File: src/rtl/modrm_access_ctrl_if.sv
// Signal bundle between the ModR/M access sequencer and its environment
// (decoder fields, ALU handshake, memory port, EIP length report).
interface modrm_access_ctrl_if;
  logic        start;
  logic        op_rd;
  logic        op_wb;
  logic [1:0]  mod;
  logic [2:0]  m;
  logic [31:0] m_reg;
  logic [31:0] m_reg_plus_imm8;
  logic [31:0] m_reg_plus_imm32;
  logic [31:0] modrm_imm32;
  logic        alu_valid;
  logic [31:0] alu_result;
  logic        mem_ack;
  logic [31:0] mem_rdata;
  logic        busy;
  logic        opnd_valid;
  logic [31:0] rm_value;
  logic        reg_we;
  logic [2:0]  reg_idx;
  logic        mem_req;
  logic        mem_we;
  logic [31:0] mem_addr;
  logic [31:0] mem_wdata;
  logic [2:0]  modrm_len;
  logic        done;
  logic        err;
  logic [2:0]  state_dbg;

  // Environment side (decoder, ALU, memory, EIP logic).
  modport master (
    output start, op_rd, op_wb, mod, m, m_reg, m_reg_plus_imm8, m_reg_plus_imm32,
           modrm_imm32, alu_valid, alu_result, mem_ack, mem_rdata,
    input  busy, opnd_valid, rm_value, reg_we, reg_idx, mem_req, mem_we, mem_addr,
           mem_wdata, modrm_len, done, err, state_dbg
  );

  // Sequencer side.
  modport slave (
    input  start, op_rd, op_wb, mod, m, m_reg, m_reg_plus_imm8, m_reg_plus_imm32,
           modrm_imm32, alu_valid, alu_result, mem_ack, mem_rdata,
    output busy, opnd_valid, rm_value, reg_we, reg_idx, mem_req, mem_we, mem_addr,
           mem_wdata, modrm_len, done, err, state_dbg
  );
endinterface

File: src/rtl/modrm_access_ctrl.sv
// Sequencer for one ModR/M r/m operand access: fetch, ALU handoff, write-back.
// Optional memory-ack watchdog enabled by defining MODRM_ACC_TIMEOUT_EN.
module modrm_access_ctrl #(
    parameter int unsigned TIMEOUT_CYCLES = 16
) (
    input logic                clk,
    input logic                rst,
    modrm_access_ctrl_if.slave bus
);

    // Handshakes: mem_req/mem_ack and opnd_valid/alu_valid complete on the first
    // rising edge where both are high; request-side outputs hold until then.
    typedef enum logic [2:0] {
        S_IDLE, S_RD, S_ALU, S_REGW, S_WR, S_DONE, S_ERR
    } state_t;

    state_t      state, state_nxt;
    logic [1:0]  mod_q;
    logic [2:0]  m_q;
    logic        wb_q;
    logic [31:0] addr_q, rm_q, wdata_q;
    logic [2:0]  len_q;
    logic [31:0] ea;
    logic [2:0]  len;
    logic        accept, is_sib, mem_phase, tmo;

    assign accept    = (state == S_IDLE) && bus.start;
    assign is_sib    = (bus.mod != 2'b11) && (bus.m == 3'b100);
    assign mem_phase = (state == S_RD) || (state == S_WR);

    if (TIMEOUT_CYCLES == 0) begin : g_bad_timeout
        $error("TIMEOUT_CYCLES must be at least 1");
    end

`ifdef MODRM_ACC_TIMEOUT_EN
    localparam int unsigned TMO_W = $clog2(TIMEOUT_CYCLES + 1);
    logic [TMO_W-1:0] tmo_cnt;

    assign tmo = mem_phase && !bus.mem_ack && (tmo_cnt == TMO_W'(TIMEOUT_CYCLES - 1));

    always_ff @(posedge clk or posedge rst) begin
        if (rst)                                 tmo_cnt <= '0;
        else if (mem_phase && !bus.mem_ack && !tmo) tmo_cnt <= tmo_cnt + TMO_W'(1);
        else                                     tmo_cnt <= '0;
    end
`else
    assign tmo = 1'b0;
`endif

    always_comb begin
        ea  = bus.m_reg;
        len = 3'd2;
        case (bus.mod)
            2'b00: if (bus.m == 3'b101) begin
                ea  = bus.modrm_imm32;
                len = 3'd6;
            end
            2'b01: begin ea = bus.m_reg_plus_imm8;  len = 3'd3; end
            2'b10: begin ea = bus.m_reg_plus_imm32; len = 3'd6; end
            default: ;
        endcase
    end

    always_ff @(posedge clk or posedge rst) begin
        if (rst) state <= S_IDLE;
        else     state <= state_nxt;
    end

    always_comb begin
        state_nxt = state;
        case (state)
            S_IDLE: if (bus.start) begin
                if (is_sib)                            state_nxt = S_ERR;
                else if (!bus.op_rd && !bus.op_wb)     state_nxt = S_DONE;
                else if (bus.op_rd && bus.mod != 2'b11) state_nxt = S_RD;
                else                                   state_nxt = S_ALU;
            end
            S_RD:   if (bus.mem_ack) state_nxt = S_ALU;
                    else if (tmo)    state_nxt = S_ERR;
            S_ALU:  if (bus.alu_valid) begin
                if (!wb_q)               state_nxt = S_DONE;
                else if (mod_q == 2'b11) state_nxt = S_REGW;
                else                     state_nxt = S_WR;
            end
            S_REGW: state_nxt = S_DONE;
            S_WR:   if (bus.mem_ack) state_nxt = S_DONE;
                    else if (tmo)    state_nxt = S_ERR;
            S_DONE, S_ERR: state_nxt = S_IDLE;
            default: state_nxt = S_IDLE;
        endcase
    end

    always_comb begin
        bus.busy       = (state != S_IDLE);
        bus.opnd_valid = (state == S_ALU);
        bus.reg_we     = (state == S_REGW);
        bus.mem_req    = mem_phase;
        bus.mem_we     = (state == S_WR);
        bus.done       = (state == S_DONE) || (state == S_ERR);
        bus.err        = (state == S_ERR);
        bus.state_dbg  = state;
    end

    // Operand registers hold across the access and until the next accepted start.
    always_ff @(posedge clk or posedge rst) begin
        if (rst) begin
            mod_q   <= '0;
            m_q     <= '0;
            wb_q    <= 1'b0;
            addr_q  <= '0;
            rm_q    <= '0;
            wdata_q <= '0;
            len_q   <= '0;
        end else begin
            if (accept) begin
                mod_q  <= bus.mod;
                m_q    <= bus.m;
                wb_q   <= bus.op_wb;
                addr_q <= ea;
                len_q  <= len;
                rm_q   <= (bus.op_rd && bus.mod == 2'b11) ? bus.m_reg : 32'd0;
            end
            if (state == S_RD && bus.mem_ack)     rm_q    <= bus.mem_rdata;
            if (state == S_ALU && bus.alu_valid)  wdata_q <= bus.alu_result;
        end
    end

    assign bus.rm_value  = rm_q;
    assign bus.reg_idx   = m_q;
    assign bus.mem_addr  = addr_q;
    assign bus.mem_wdata = wdata_q;
    assign bus.modrm_len = len_q;

endmodule
File: src/flat_wrapper.sv
// flat-port wrapper written by rule: the top's interface ports become plain ports
module modrm_access_ctrl_flat 
#(
    parameter int unsigned TIMEOUT_CYCLES = 16
)
  (clk, rst, bus_start, bus_op_rd, bus_op_wb, bus_mod, bus_m, bus_m_reg, bus_m_reg_plus_imm8, bus_m_reg_plus_imm32, bus_modrm_imm32, bus_alu_valid, bus_alu_result, bus_mem_ack, bus_mem_rdata, bus_busy, bus_opnd_valid, bus_rm_value, bus_reg_we, bus_reg_idx, bus_mem_req, bus_mem_we, bus_mem_addr, bus_mem_wdata, bus_modrm_len, bus_done, bus_err, bus_state_dbg);
  modrm_access_ctrl_if bus_i ();
  input logic clk;
  input logic rst;
  input wire logic [$bits(bus_i.start)-1:0] bus_start;
  input wire logic [$bits(bus_i.op_rd)-1:0] bus_op_rd;
  input wire logic [$bits(bus_i.op_wb)-1:0] bus_op_wb;
  input wire logic [$bits(bus_i.mod)-1:0] bus_mod;
  input wire logic [$bits(bus_i.m)-1:0] bus_m;
  input wire logic [$bits(bus_i.m_reg)-1:0] bus_m_reg;
  input wire logic [$bits(bus_i.m_reg_plus_imm8)-1:0] bus_m_reg_plus_imm8;
  input wire logic [$bits(bus_i.m_reg_plus_imm32)-1:0] bus_m_reg_plus_imm32;
  input wire logic [$bits(bus_i.modrm_imm32)-1:0] bus_modrm_imm32;
  input wire logic [$bits(bus_i.alu_valid)-1:0] bus_alu_valid;
  input wire logic [$bits(bus_i.alu_result)-1:0] bus_alu_result;
  input wire logic [$bits(bus_i.mem_ack)-1:0] bus_mem_ack;
  input wire logic [$bits(bus_i.mem_rdata)-1:0] bus_mem_rdata;
  output wire logic [$bits(bus_i.busy)-1:0] bus_busy;
  output wire logic [$bits(bus_i.opnd_valid)-1:0] bus_opnd_valid;
  output wire logic [$bits(bus_i.rm_value)-1:0] bus_rm_value;
  output wire logic [$bits(bus_i.reg_we)-1:0] bus_reg_we;
  output wire logic [$bits(bus_i.reg_idx)-1:0] bus_reg_idx;
  output wire logic [$bits(bus_i.mem_req)-1:0] bus_mem_req;
  output wire logic [$bits(bus_i.mem_we)-1:0] bus_mem_we;
  output wire logic [$bits(bus_i.mem_addr)-1:0] bus_mem_addr;
  output wire logic [$bits(bus_i.mem_wdata)-1:0] bus_mem_wdata;
  output wire logic [$bits(bus_i.modrm_len)-1:0] bus_modrm_len;
  output wire logic [$bits(bus_i.done)-1:0] bus_done;
  output wire logic [$bits(bus_i.err)-1:0] bus_err;
  output wire logic [$bits(bus_i.state_dbg)-1:0] bus_state_dbg;
  assign bus_i.start = bus_start;
  assign bus_i.op_rd = bus_op_rd;
  assign bus_i.op_wb = bus_op_wb;
  assign bus_i.mod = bus_mod;
  assign bus_i.m = bus_m;
  assign bus_i.m_reg = bus_m_reg;
  assign bus_i.m_reg_plus_imm8 = bus_m_reg_plus_imm8;
  assign bus_i.m_reg_plus_imm32 = bus_m_reg_plus_imm32;
  assign bus_i.modrm_imm32 = bus_modrm_imm32;
  assign bus_i.alu_valid = bus_alu_valid;
  assign bus_i.alu_result = bus_alu_result;
  assign bus_i.mem_ack = bus_mem_ack;
  assign bus_i.mem_rdata = bus_mem_rdata;
  assign bus_busy = bus_i.busy;
  assign bus_opnd_valid = bus_i.opnd_valid;
  assign bus_rm_value = bus_i.rm_value;
  assign bus_reg_we = bus_i.reg_we;
  assign bus_reg_idx = bus_i.reg_idx;
  assign bus_mem_req = bus_i.mem_req;
  assign bus_mem_we = bus_i.mem_we;
  assign bus_mem_addr = bus_i.mem_addr;
  assign bus_mem_wdata = bus_i.mem_wdata;
  assign bus_modrm_len = bus_i.modrm_len;
  assign bus_done = bus_i.done;
  assign bus_err = bus_i.err;
  assign bus_state_dbg = bus_i.state_dbg;
  modrm_access_ctrl #(.TIMEOUT_CYCLES(TIMEOUT_CYCLES)) u_core (.clk(clk), .rst(rst), .bus(bus_i));
endmodule
File: config.mk
export PLATFORM = sky130hd
export DESIGN_NAME = modrm_access_ctrl_flat
export DESIGN_NICKNAME = d
export VERILOG_FILES = /design/src/rtl/modrm_access_ctrl_if.sv /design/src/rtl/modrm_access_ctrl.sv /design/src/flat_wrapper.sv
export SDC_FILE = /design/constraint.sdc
export NUM_CORES = 1
export LEC_CHECK = 0
export ABC_CLOCK_PERIOD_IN_PS = 3400
export CORE_MARGIN = 2
export CORE_UTILIZATION = 33
export CTS_CLUSTER_SIZE = 30
export DETAILED_ROUTE_END_ITERATION = 8
export GPL_ROUTABILITY_DRIVEN = 0
export GPL_TIMING_DRIVEN = 0
export PLACE_DENSITY = 0.74
export SLEW_MARGIN = 20
export SYNTH_ARGS = -nofsm -noshare
export SYNTH_HDL_FRONTEND = slang
export SYNTH_SLANG_ARGS = --single-unit
File: constraint.sdc
create_clock -name clk -period 3.4 [get_ports clk]
set_input_delay 0.68 -clock clk [delete_from_list [all_inputs] [get_ports clk]]
set_output_delay 0.68 -clock clk [all_outputs]
set_load 0.005 [all_outputs]
# Yosys cells after proc, flatten, opt, wreduce, memory -nomap -nowiden
# Cells that the tools add are included.
[op_classes] n_addsub=0 mul=0 div_mod_pow=0 order_cmp=0 n_eq_ne=17 shift=0 muxes=17 n_bitwise=0 reduce_logical=16
[ops] cell="32-bit two-way mux" n=4
[ops] cell="32-bit one-hot mux with 3 select lines" n=1
[ops] cell="3-bit two-way mux" n=9
[ops] cell="3-bit equality test, second input constant" n=5
[ops] cell="3-bit one-hot mux with 5 select lines" n=1
[ops] cell="2-bit inequality test, second input constant" n=5
[ops] cell="3-bit one-hot mux with 3 select lines" n=1
[ops] cell="1-bit logical AND" n=7
[ops] cell="2-bit equality test, second input constant" n=3
[ops] cell="3-bit by 2-bit equality test with 1-bit output, second input constant" n=2
[ops] cell="4-bit AND reduction" n=1
[ops] cell="3-bit by 1-bit equality test with 1-bit output, second input constant" n=1
[ops] cell="3-bit zero test" n=1
[ops] cell="3-bit nonzero test" n=1
[ops] cell="2-bit by 1-bit equality test with 1-bit output, second input constant" n=1
[ops] cell="1-bit zero test" n=2
[ops] cell="2-bit zero test" n=1
[ops] cell="1-bit logical OR" n=2
[ops] cell="2-bit two-way mux" n=1
[ops] cell="2-bit nonzero test" n=1
[totals] register_bits=108 latchBits=0 ram_bits=0 mem_bits_ro=0 in_bits=204 n_memories=0

# Depth between registers and ports, before layout
# Gate-level depths: netlist of the first run.
[depth] word_depth=7 depth_mapped=7

# Least setup slack after synthesis of the first run
# No wires, ideal clock.
[synth_timing] kind="input-to-reg" start="input port bus_m[1]" end="register u_core.addr_q[0] (netlist: u_core.bus.mem_addr[0])" setup_time_ns=0.077 arrival_time_ns=1.677 slack_ns=1.646 stages=5 n_path_buf=1 path_cell_list="nand3b_1 -> nor3_1 -> clkbuf_1 -> a222oi_1 -> a21oi_1"
[synth_between] elab_chain_len=3
[synth_lines] element="start, declared" line="flat_wrapper.sv:14" text="input wire logic [$bits(bus_i.m)-1:0] bus_m;"
[synth_lines] element="3-bit equality test" line="modrm_access_ctrl.sv:54" text="2'b00: if (bus.m == 3'b101) begin"
[synth_lines] element="32-bit two-way mux" line="modrm_access_ctrl.sv:54"
[synth_lines] element="32-bit one-hot mux with 3 select lines" line="modrm_access_ctrl.sv:53" text="case (bus.mod)"
[synth_lines] element="end signal, assigned" line="modrm_access_ctrl.sv:110" text="addr_q <= '0;"
[synth_lines] element="end signal, assigned" line="modrm_access_ctrl.sv:119" text="addr_q <= ea;"
[synth_lines] element="end, declared" line="modrm_access_ctrl.sv:21" text="logic [31:0] addr_q, rm_q, wdata_q;"
# No other way between the ends.
# A chain may end at the register's enable or synchronous reset.

# Worst setup path in the final report of the first run
[layout_timing] start="register u_core.state[2] (netlist: u_core.bus.state_dbg[2])" end="output port bus_done"
[layout_between] elab_chain_len=2
[layout_lines] element="start, declared" line="modrm_access_ctrl.sv:17" text="state_t state, state_nxt;"
[layout_lines] element="start signal, assigned" line="modrm_access_ctrl.sv:66" text="else state <= state_nxt;"
[layout_lines] element="3-bit equality test" line="modrm_access_ctrl.sv:99" text="bus.done = (state == S_DONE) || (state == S_ERR);"
[layout_lines] element="1-bit logical OR (*)" line="modrm_access_ctrl.sv:99"
[layout_lines] element="end, declared" line="flat_wrapper.sv:33" text="output wire logic [$bits(bus_i.done)-1:0] bus_done;"
# Mark *: on every way between the ends. The rest lies on a longest branch, timed or not.

==> results of run 1 <==
-- final timing paths --
| kind | depth (start not counted) | slack (ns) | to |
|---|---|---|---|
| worst max register to register | 6 | 1.23 | u_core.bus.rm_value[10] |
| worst max-delay path | 4 | 0.69 | bus_done |
| min in group asynchronous | 2 | 0.75 | u_core.bus.mem_wdata[7] |
| worst min register to register | 1 | 0.49 | u_core.bus.modrm_len[2] |
| worst min-delay path | 1 | 0.49 | u_core.bus.modrm_len[2] |
| max in group asynchronous | 4 | 1.92 | u_core.bus.rm_value[30] |
-- through the flow --
stage / hold WS, ns / std cells / power (mW) / worst slack [ns] / utilization [%]
after global routing: 0.503 / 999 / 6.74 / 0.563 / 59.7
after global placement: 0.453 / 980 / 5.19 / 0.367 / 57.2
final: 0.487 / 999 / 6.32 / 0.688 / 59.7
after floorplan: 0.463 / 481 / 3.35 / 1.42 / -
after detailed placement: 0.469 / 983 / 5.30 / 0.548 / 57.6
after CTS: 0.487 / 999 / 6.38 / 0.659 / 59.7
-- worst max-delay path: cells and delay by family (launching register included) --
family	cells	cell delay, ns
compound gates	1	0.26
flops	1	0.35
buf+inv	3	1.08
-- registers in the layout, indices dropped and copies added, names as in the netlist --
name,count
u_core.bus.mem_addr,32
u_core.mod_q,2
u_core.bus.rm_value,32
u_core.bus.state_dbg,3
u_core.wb_q,1
u_core.bus.mem_wdata,32
u_core.bus.modrm_len,3
u_core.bus.reg_idx,3
-- final cells by class --
class                      count  area [um2]
clock inverter                 6        63.8
timing repair buffer         318        3210
multi-input combinational    322        2040
sequential                   108        2700
clock buffer                  10         239
fill                        1203        5910
inverter                       7        30.0
tap                          184         230
buffer                        44         221
-- power breakdown --
group / internal (mW) / leakage [nW] / switching [mW]
registers: 1.88 / 1.31 / 0.330
logic: 1.78 / 2.07 / 1.26
clock network: 0.590 / 0.144 / 0.478
total: 4.26 / 3.52 / 2.07
-- routing by layer --
| layer | wire length [um] | global-route usage (%) | share of wire [%] |
|---|---|---|---|
| met1 | 7770 | 29.0 | 39 |
| met3 | 1600 | 5.19 | 8.1 |
| met2 | 10200 | 43.7 | 51 |
| met4 | 353 | 8.86 | 1.8 |
| met5 | 0 | 0 | 0 |
-- placed cells by master (no fill, tap or decap), drive strengths merged, types with 5 or more instances in the layout --
cell             n
nand2           50
nor2b            6
nor3             5
dfrtp          108
nor2            37
inv              6
clkbuf          27
mux2            32
a22oi           31
a222oi          32
a21oi           67
clkdlybuf4s50  315
buf             30
o21ai           34
-- cells by family after synthesis --
group / share of synthesized area, %
multiplexers: 7.42
AND/OR/NAND/NOR: 10.1
flip-flops: 54.2
buffers and inverters: 4.97
XOR/XNOR: 0.176
AO/OA/AOI/OAI: 23.1
==> flow_summary.json, run 1 <==
{
  "stdcell_area_um2": 8740,
  "relSlewSlack_pct": 48.5,
  "r2r-start": "u_core.bus.state_dbg[1]",
  "cts_max_level": 3,
  "post-cts-setup-buffer-count": 0,
  "power.density_nw_per_um2": 724,
  "status": "finished clean",
  "critPathLaunchType": "register",
  "cts_tree": "done",
  "antenna_found_initial": 0,
  "clk_pin_slew_ns": 0.07,
  "ys_warn_count": 0,
  "max_stage_delay_ns": 0.56,
  "die_w_um": 127,
  "design.portCount": 316,
  "drc": 0,
  "cp-end-kind": "output port",
  "clockBufferDepth": 2,
  "hp-class": "register to register",
  "synth_top_cell_by_area": "dfrtp_1",
  "synth_common_cells": "dfrtp_1, a21oi_1, nand2_1, nor2_1",
  "path_max_fanout": 10,
  "synth_top_area_share_pct": 54.2,
  "initial_core_util_pct": 34.1,
  "grt_max_degree": 36,
  "cp_data_required_time_ns": 2.72,
  "numCtsBuffers": 9,
  "grt_pass1_vias": 5705,
  "nNetsFinal": 1014,
  "vias": 5290,
  "ys_types": 46,
  "fin_crit_sh_pct": 79.8,
  "place.port_buffers": 315,
  "drive_above_1_share_pct": 6.63,
  "worst_clock_skew_ns": 0.00679,
  "first_iter_violations": 291,
  "drt-vias-per-instance": 5.30,
  "tightest_slew_ns": 0.769,
  "fmax_mhz": 369,
  "ir_drop_mv": 0.342,
  "globalRouteOverflowTotal": 0,
  "ys_ff_latch": 108,
  "antennaDiodeCount": 0,
  "period_needed_ns": 2.71,
  "synth-main-ff-cell": "dfrtp_1",
  "netlist_instances": 481,
  "critical_path_class": "register to output port",
  "wire_per_inst_um": 19.9,
  "ant_nets": 0,
  "drt_wl_total_um": 19900,
  "hold_violations": 0,
  "cts_sinks": 108,
  "ys_async_sr_fraction_pct": 100,
  "dieArea_um2": 16100,
  "first_pass_iters": 6,
  "avgSynthCellArea_um2": 10.4,
  "rsz0062_at_grt": "no",
  "hold_buffers": 0,
  "min_from": "u_core.bus.modrm_len[2]",
  "critPathLaunch": "u_core.bus.state_dbg[2]",
  "synth_area_leaders": "dfrtp_1, mux2_1, a21oi_1",
  "cap_violations": 0,
  "setup-tns-final_ns": 0,
  "placed_area_um2": 8440,
  "grtUsageTotal_pct": 24.4,
  "power_leakage_nw": 3.52,
  "yosysMostFrequentCell": "dfrtp_1",
  "area_growth_pct": 75.2,
  "synth_fp_nets": 685,
  "core_region_area_um2": 14600,
  "synth-seq-area-share_pct": 54.2,
  "core.rowCount": 44,
  "synthesis.area_um2": 4990,
  "critPathArrivalTime_ns": 2.03,
  "cp_cell_sequence": "buf_2, clkbuf_1, a21boi_0, clkdlybuf4s50_1",
  "cts_resized": 0,
  "cts_root_buf": "clkbuf_16",
  "setup_viol": 0,
  "synth_edf_count": 0,
  "critPathSlowestCell": "clkdlybuf4s50_1",
  "grt_pass1_wl_um": 30700,
  "fp.dieH_um": 127,
  "clk_latency_ns": 0.35,
  "dp_hpwl_um": 15600,
  "slew_viol_final": 0
}
(Power assumes the default switching activity.)
==> run 2, diff against run 1 <==
--- a/config.mk
+++ b/config.mk
@@ -5,14 +5,14 @@
 export SDC_FILE = /design/constraint.sdc
 export NUM_CORES = 1
 export LEC_CHECK = 0
-export ABC_CLOCK_PERIOD_IN_PS = 3400
-export CORE_MARGIN = 2
-export CORE_UTILIZATION = 33
+export ABC_CLOCK_PERIOD_IN_PS = 2700
+export CORE_AREA = 2 2 123 125
 export CTS_CLUSTER_SIZE = 30
 export DETAILED_ROUTE_END_ITERATION = 8
+export DIE_AREA = 0 0 125 127
 export GPL_ROUTABILITY_DRIVEN = 0
 export GPL_TIMING_DRIVEN = 0
-export PLACE_DENSITY = 0.74
+export PLACE_DENSITY = 0.73
 export SLEW_MARGIN = 20
 export SYNTH_ARGS = -nofsm -noshare
 export SYNTH_HDL_FRONTEND = slang
==> constraint.sdc (replaced) <==
create_clock -name clk -period 2.7 [get_ports clk]
set_input_delay 0.54 -clock clk [delete_from_list [all_inputs] [get_ports clk]]
set_output_delay 0.54 -clock clk [all_outputs]
set_load 0.005 [all_outputs]
==> run 2 against run 1 <==
Compared with the run above:
- final cell count stayed put
- sequential share of layout area hardly changed
- combinational power grew 25%
- setup slack worse by 0.54 ns
- hold slack lost 0.017 ns
- critical endpoint is now bus_mem_we
- largest power group unchanged
==> flow_summary.json, run 2 (synthesis results as in run 1) <==
{
  "status": "finished clean",
  "cts_resized": 0,
  "cp-end-kind": "output port",
  "dp_hpwl_um": 15400,
  "cap_violations": 0,
  "post-cts-setup-buffer-count": 0,
  "crit_buf_inv": 4,
  "path_max_fanout": 10,
  "power.density_nw_per_um2": 909,
  "worst_clock_skew_ns": 0.00967,
  "antenna_found_initial": 0,
  "critPathSlowestCell": "clkdlybuf4s50_1",
  "place.port_buffers": 315,
  "fmax_mhz": 392,
  "critPathArrivalTime_ns": 2.01,
  "grtUsageTotal_pct": 24.1,
  "numCtsBuffers": 9,
  "design.portCount": 316,
  "drt_wl_total_um": 19400,
  "clockBufferDepth": 2,
  "critPathLaunchType": "register",
  "clk_pin_slew_ns": 0.07,
  "grt_max_degree": 33,
  "cts_max_level": 3,
  "relSlewSlack_pct": 52.7,
  "cts_root_buf": "clkbuf_16",
  "grt_pass1_vias": 5482,
  "ir_drop_mv": 0.492,
  "nNetsFinal": 1014,
  "cts_tree": "done",
  "setup-tns-final_ns": 0,
  "layout_common_cells": "clkdlybuf4s50_1, dfrtp_1, a21oi_1",
  "cp_cell_sequence": "buf_2, clkbuf_1, nand2_1, inv_1, clkdlybuf4s50_1",
  "antennaDiodeCount": 0,
  "vias": 5269,
  "max_stage_delay_ns": 0.53,
  "globalRouteOverflowTotal": 0,
  "critical_path_class": "register to output port",
  "core_region_area_um2": 14400,
  "r2r_slack_ns": 0.63,
  "p_switching_mw": 2.57,
  "cp_data_required_time_ns": 2.16,
  "p_seq_share_pct": 34.8,
  "placed_area_um2": 8440,
  "fp.dieH_um": 127,
  "power_leakage_nw": 3.53,
  "power_frac_clock_pct": 17.3,
  "area_growth_pct": 75.4,
  "period_needed_ns": 2.55,
  "hold_slack_ns": 0.471,
  "crit_family": "buffers and inverters",
  "drt-vias-per-instance": 5.27,
  "internal_power_mw": 5.39,
  "hp-class": "register to register",
  "first_iter_violations": 312,
  "fin_crit_sh_pct": 94.5,
  "drc": 0,
  "cts_sinks": 108,
  "rsz0062_at_grt": "no",
  "hold_buffers": 0,
  "finish.utilization_pct": 60.7,
  "die_w_um": 125,
  "dieArea_um2": 15900,
  "clk_latency_ns": 0.35,
  "comb_power_share_pct": 47.9,
  "grt_pass1_wl_um": 30000,
  "hold_violations": 0,
  "slew_viol_final": 0,
  "switching_share_pct": 32.3,
  "core.rowCount": 44,
  "wire_per_inst_um": 19.4,
  "ant_nets": 0,
  "tightest_slew_ns": 0.707,
  "first_pass_iters": 8,
  "totalPowerFinal_mw": 7.95,
  "setup_viol": 0,
  "stdcell_area_um2": 8750,
  "drive_above_1_share_pct": 6.63,
  "mostFrequentLayoutCell": "clkdlybuf4s50_1",
  "initial_core_util_pct": 34.6
}
-- run 2: changes by cell type in the layout (fill, tap and decap cells not counted) --
cell,before,now
clkinvlp_4,3,2
clkinv_4,1,2
clkbuf_8,1,2
clkinv_2,2,1
-- run 2: cell type report --
cell class | instances | area (um2)
plain buffers | 44 | 221
clock buffers | 11 | 253
clock inverters | 5 | 60.1
fillers | 1202 | 5680
inverters | 7 | 30.0
multi-input cells | 322 | 2040
flip-flops and latches | 108 | 2700
well taps | 184 | 230
repair buffers | 318 | 3210
-- run 2: routing by layer --
| metal | vias up | share of wire (%) | track usage [%] | wire length [um] |
|---|---|---|---|---|
| met4 | 0 | 2.4 | 8.89 | 459 |
| met5 | - | 0 | 0 | 0 |
| li1 | 2456 | - | - | - |
| met3 | 31 | 8.5 | 6.41 | 1640 |
| met2 | 280 | 49 | 41.4 | 9530 |
| met1 | 2502 | 40 | 29.1 | 7770 |
-- run 2: power groups by stage --
| stage | clock network, mW | logic [mW] | registers [mW] |
|---|---|---|---|
| 2_1_floorplan | 0 | 1.40 | 2.82 |
| 3_3_place_gp | 0 | 3.76 | 2.76 |
| 3_5_place_dp | 0 | 3.85 | 2.80 |
| 4_1_cts | 1.41 | 3.86 | 2.77 |
| 5_1_grt | 1.49 | 4.15 | 2.86 |
| 6_report | 1.38 | 3.81 | 2.77 |
-- run 2: final timing paths --
check	start	cells past startpoint	to
worst min-delay path	u_core.bus.modrm_len[1]	1	u_core.bus.modrm_len[1]
min in group asynchronous	rst	2	u_core.bus.mem_wdata[5]
worst min register to register	u_core.bus.modrm_len[1]	1	u_core.bus.modrm_len[1]
worst max register to register	u_core.bus.state_dbg[1]	6	u_core.bus.rm_value[14]
worst max-delay path	u_core.bus.state_dbg[2]	5	bus_mem_we
max in group asynchronous	rst	4	u_core.bus.rm_value[3]
-- run 2: stage by stage --
step | cells | worst slack (ns)
after floorplan | 481 | 0.858
after global placement | 980 | -0.227
after detailed placement | 983 | -0.0289
after CTS | 999 | 0.148
after global routing | 999 | 0.00187
final | 999 | 0.148
==> run 3, diff against run 2 <==
--- a/config.mk
+++ b/config.mk
@@ -5,7 +5,8 @@
 export SDC_FILE = /design/constraint.sdc
 export NUM_CORES = 1
 export LEC_CHECK = 0
-export ABC_CLOCK_PERIOD_IN_PS = 2700
+export ABC_CLOCK_PERIOD_IN_PS = 2550
+export CAP_MARGIN = 20
 export CORE_AREA = 2 2 123 125
 export CTS_CLUSTER_SIZE = 30
 export DETAILED_ROUTE_END_ITERATION = 8
==> constraint.sdc (replaced) <==
create_clock -name clk -period 2.55 [get_ports clk]
set_input_delay 0.51 -clock clk [delete_from_list [all_inputs] [get_ports clk]]
set_output_delay 0.51 -clock clk [all_outputs]
set_load 0.005 [all_outputs]
==> run 3 against run 2 <==
Compared with the run above:
- combinational power grew 6.0%
- setup slack got worse by 0.018 ns
- clock skew is essentially flat
- highest routed layer unchanged
==> flow_summary.json, run 3 (synthesis results as in run 1) <==
{
  "vias": 5269,
  "wire_per_inst_um": 19.4,
  "status": "finished clean",
  "initial_core_util_pct": 34.6,
  "grt_pass1_vias": 5482,
  "ir_drop_mv": 0.521,
  "drc": 0,
  "place_ws_ns": -0.149,
  "power.density_nw_per_um2": 963,
  "fmax_mhz": 413,
  "fin_crit_sh_pct": 94.9,
  "antenna_found_initial": 0,
  "worst_clock_skew_ns": 0.00967,
  "clk_pin_slew_ns": 0.07,
  "cp_cell_sequence": "buf_4, nor2_2, nand2_1, inv_1, clkdlybuf4s50_1",
  "dieArea_um2": 15900,
  "dp_cells": 983,
  "first_iter_violations": 311,
  "timing.rr.end": "u_core.bus.rm_value[14]",
  "clockBufferDepth": 2,
  "cp-end-kind": "output port",
  "drt_wl_total_um": 19400,
  "regArea_um2": 2700,
  "rsz0062_at_grt": "no",
  "antennaDiodeCount": 0,
  "clk_latency_ns": 0.35,
  "cts_tree": "done",
  "hp-class": "register to register",
  "finish.utilization_pct": 60.7,
  "cts_resized": 0,
  "numCtsBuffers": 9,
  "max_stage_delay_ns": 0.53,
  "critPathLaunchType": "register",
  "relSlewSlack_pct": 52.7,
  "globalRouteOverflowTotal": 0,
  "grtUsageTotal_pct": 24.1,
  "holdPathEnd": "u_core.bus.modrm_len[1]",
  "place.port_buffers": 315,
  "r2r_slack_ns": 0.47,
  "grt_max_degree": 33,
  "period_needed_ns": 2.42,
  "drt-vias-per-instance": 5.27,
  "drive_above_1_share_pct": 6.75,
  "whs_path_depth": 1,
  "critPathSlowestCell": "clkdlybuf4s50_1",
  "cp_data_required_time_ns": 2.04,
  "design.portCount": 316,
  "cts_root_buf": "clkbuf_16",
  "nNetsFinal": 1014,
  "tightest_slew_ns": 0.707,
  "path_max_fanout": 10,
  "cts_sinks": 108,
  "grt_pass1_wl_um": 30000,
  "setup_slack_ns": 0.129,
  "worst_r2r_path_depth": 6,
  "r2r-start": "u_core.bus.state_dbg[1]",
  "setup_viol": 0,
  "critical_path_class": "register to output port",
  "ant_nets": 0,
  "critPathArrivalTime_ns": 1.91,
  "core.rowCount": 44,
  "mostFrequentLayoutCell": "clkdlybuf4s50_1",
  "min_from": "u_core.bus.modrm_len[1]",
  "stdcell_count": 999,
  "setup-tns-final_ns": 0,
  "die_w_um": 125,
  "multi_input_area_um2": 2040,
  "hold_buffers": 0,
  "cap_violations": 0,
  "post-cts-setup-buffer-count": 0,
  "area_growth_pct": 75.4,
  "core_region_area_um2": 14400,
  "cts_max_level": 3,
  "first_pass_iters": 7,
  "power_leakage_nw": 3.53,
  "hold_violations": 0,
  "fp.dieH_um": 127,
  "dp_hpwl_um": 15400,
  "layout_common_cells": "clkdlybuf4s50_1, dfrtp_1, a21oi_1",
  "n_fill_cell": 1202,
  "totalPowerFinal_mw": 8.42,
  "slew_viol_final": 0
}
## run 3: routing by layer
metal / up-vias / track usage (%) / part of all wire (%)
li1: 2456 / - / -
met1: 2495 / 29.1 / 40
met2: 285 / 41.4 / 49
met3: 33 / 6.41 / 8.6
met4: 0 / 8.89 / 2.5
met5: - / 0 / 0
## run 3: area by class of cell
| type | instances | share of cell area (%) |
|---|---|---|
| Buffer | 44 | 2.55 |
| Clock buffer | 11 | 2.89 |
| Clock inverter | 5 | 0.686 |
| Sequential cell | 108 | 30.9 |
| Multi-Input combinational cell | 322 | 23.3 |
| Inverter | 7 | 0.343 |
| Timing Repair Buffer | 318 | 36.7 |
| Tap cell | 184 | 2.63 |
## run 3: how the worst max path moves through the flow
stage	to	startpoint	cells after the start	slack, ns
2_1_floorplan	u_core.bus.mem_addr[0]	rst	1	0.74
3_3_place_gp	u_core.bus.rm_value[0]	rst	2	-0.35
3_5_place_dp	u_core.bus.mem_addr[6]	bus_m[1]	6	-0.15
4_1_cts	bus_done	u_core.bus.state_dbg[2]	4	0.03
5_1_grt	bus_done	u_core.bus.state_dbg[2]	4	0.02
6_report	bus_mem_we	u_core.bus.state_dbg[0]	5	0.13
## run 3: critical path, delay by kind of cell (launching register included)
| family | cells | cell delay, ns |
|---|---|---|
| buffers and inverters | 3 | 0.82 |
| and+or+nand+nor | 2 | 0.31 |
| DFF | 1 | 0.43 |
## run 3: stage by stage
| stage | instance area [um2] | hold WS (ns) |
|---|---|---|
| 2_1_floorplan | 4990 | 0.463 |
| 3_3_place_gp | 8380 | 0.454 |
| 3_5_place_dp | 8440 | 0.453 |
| 4_1_cts | 8750 | 0.470 |
| 5_1_grt | 8750 | 0.494 |
| 6_report | 8750 | 0.471 |
## run 3: power breakdown
part / switching, mW / internal, mW / leakage (nW) / total, mW
logic: 1.65 / 2.38 / 2.07 / 4.04
clock network: 0.643 / 0.818 / 0.152 / 1.46
registers: 0.418 / 2.51 / 1.31 / 2.93
total: 2.72 / 5.71 / 3.53 / 8.42
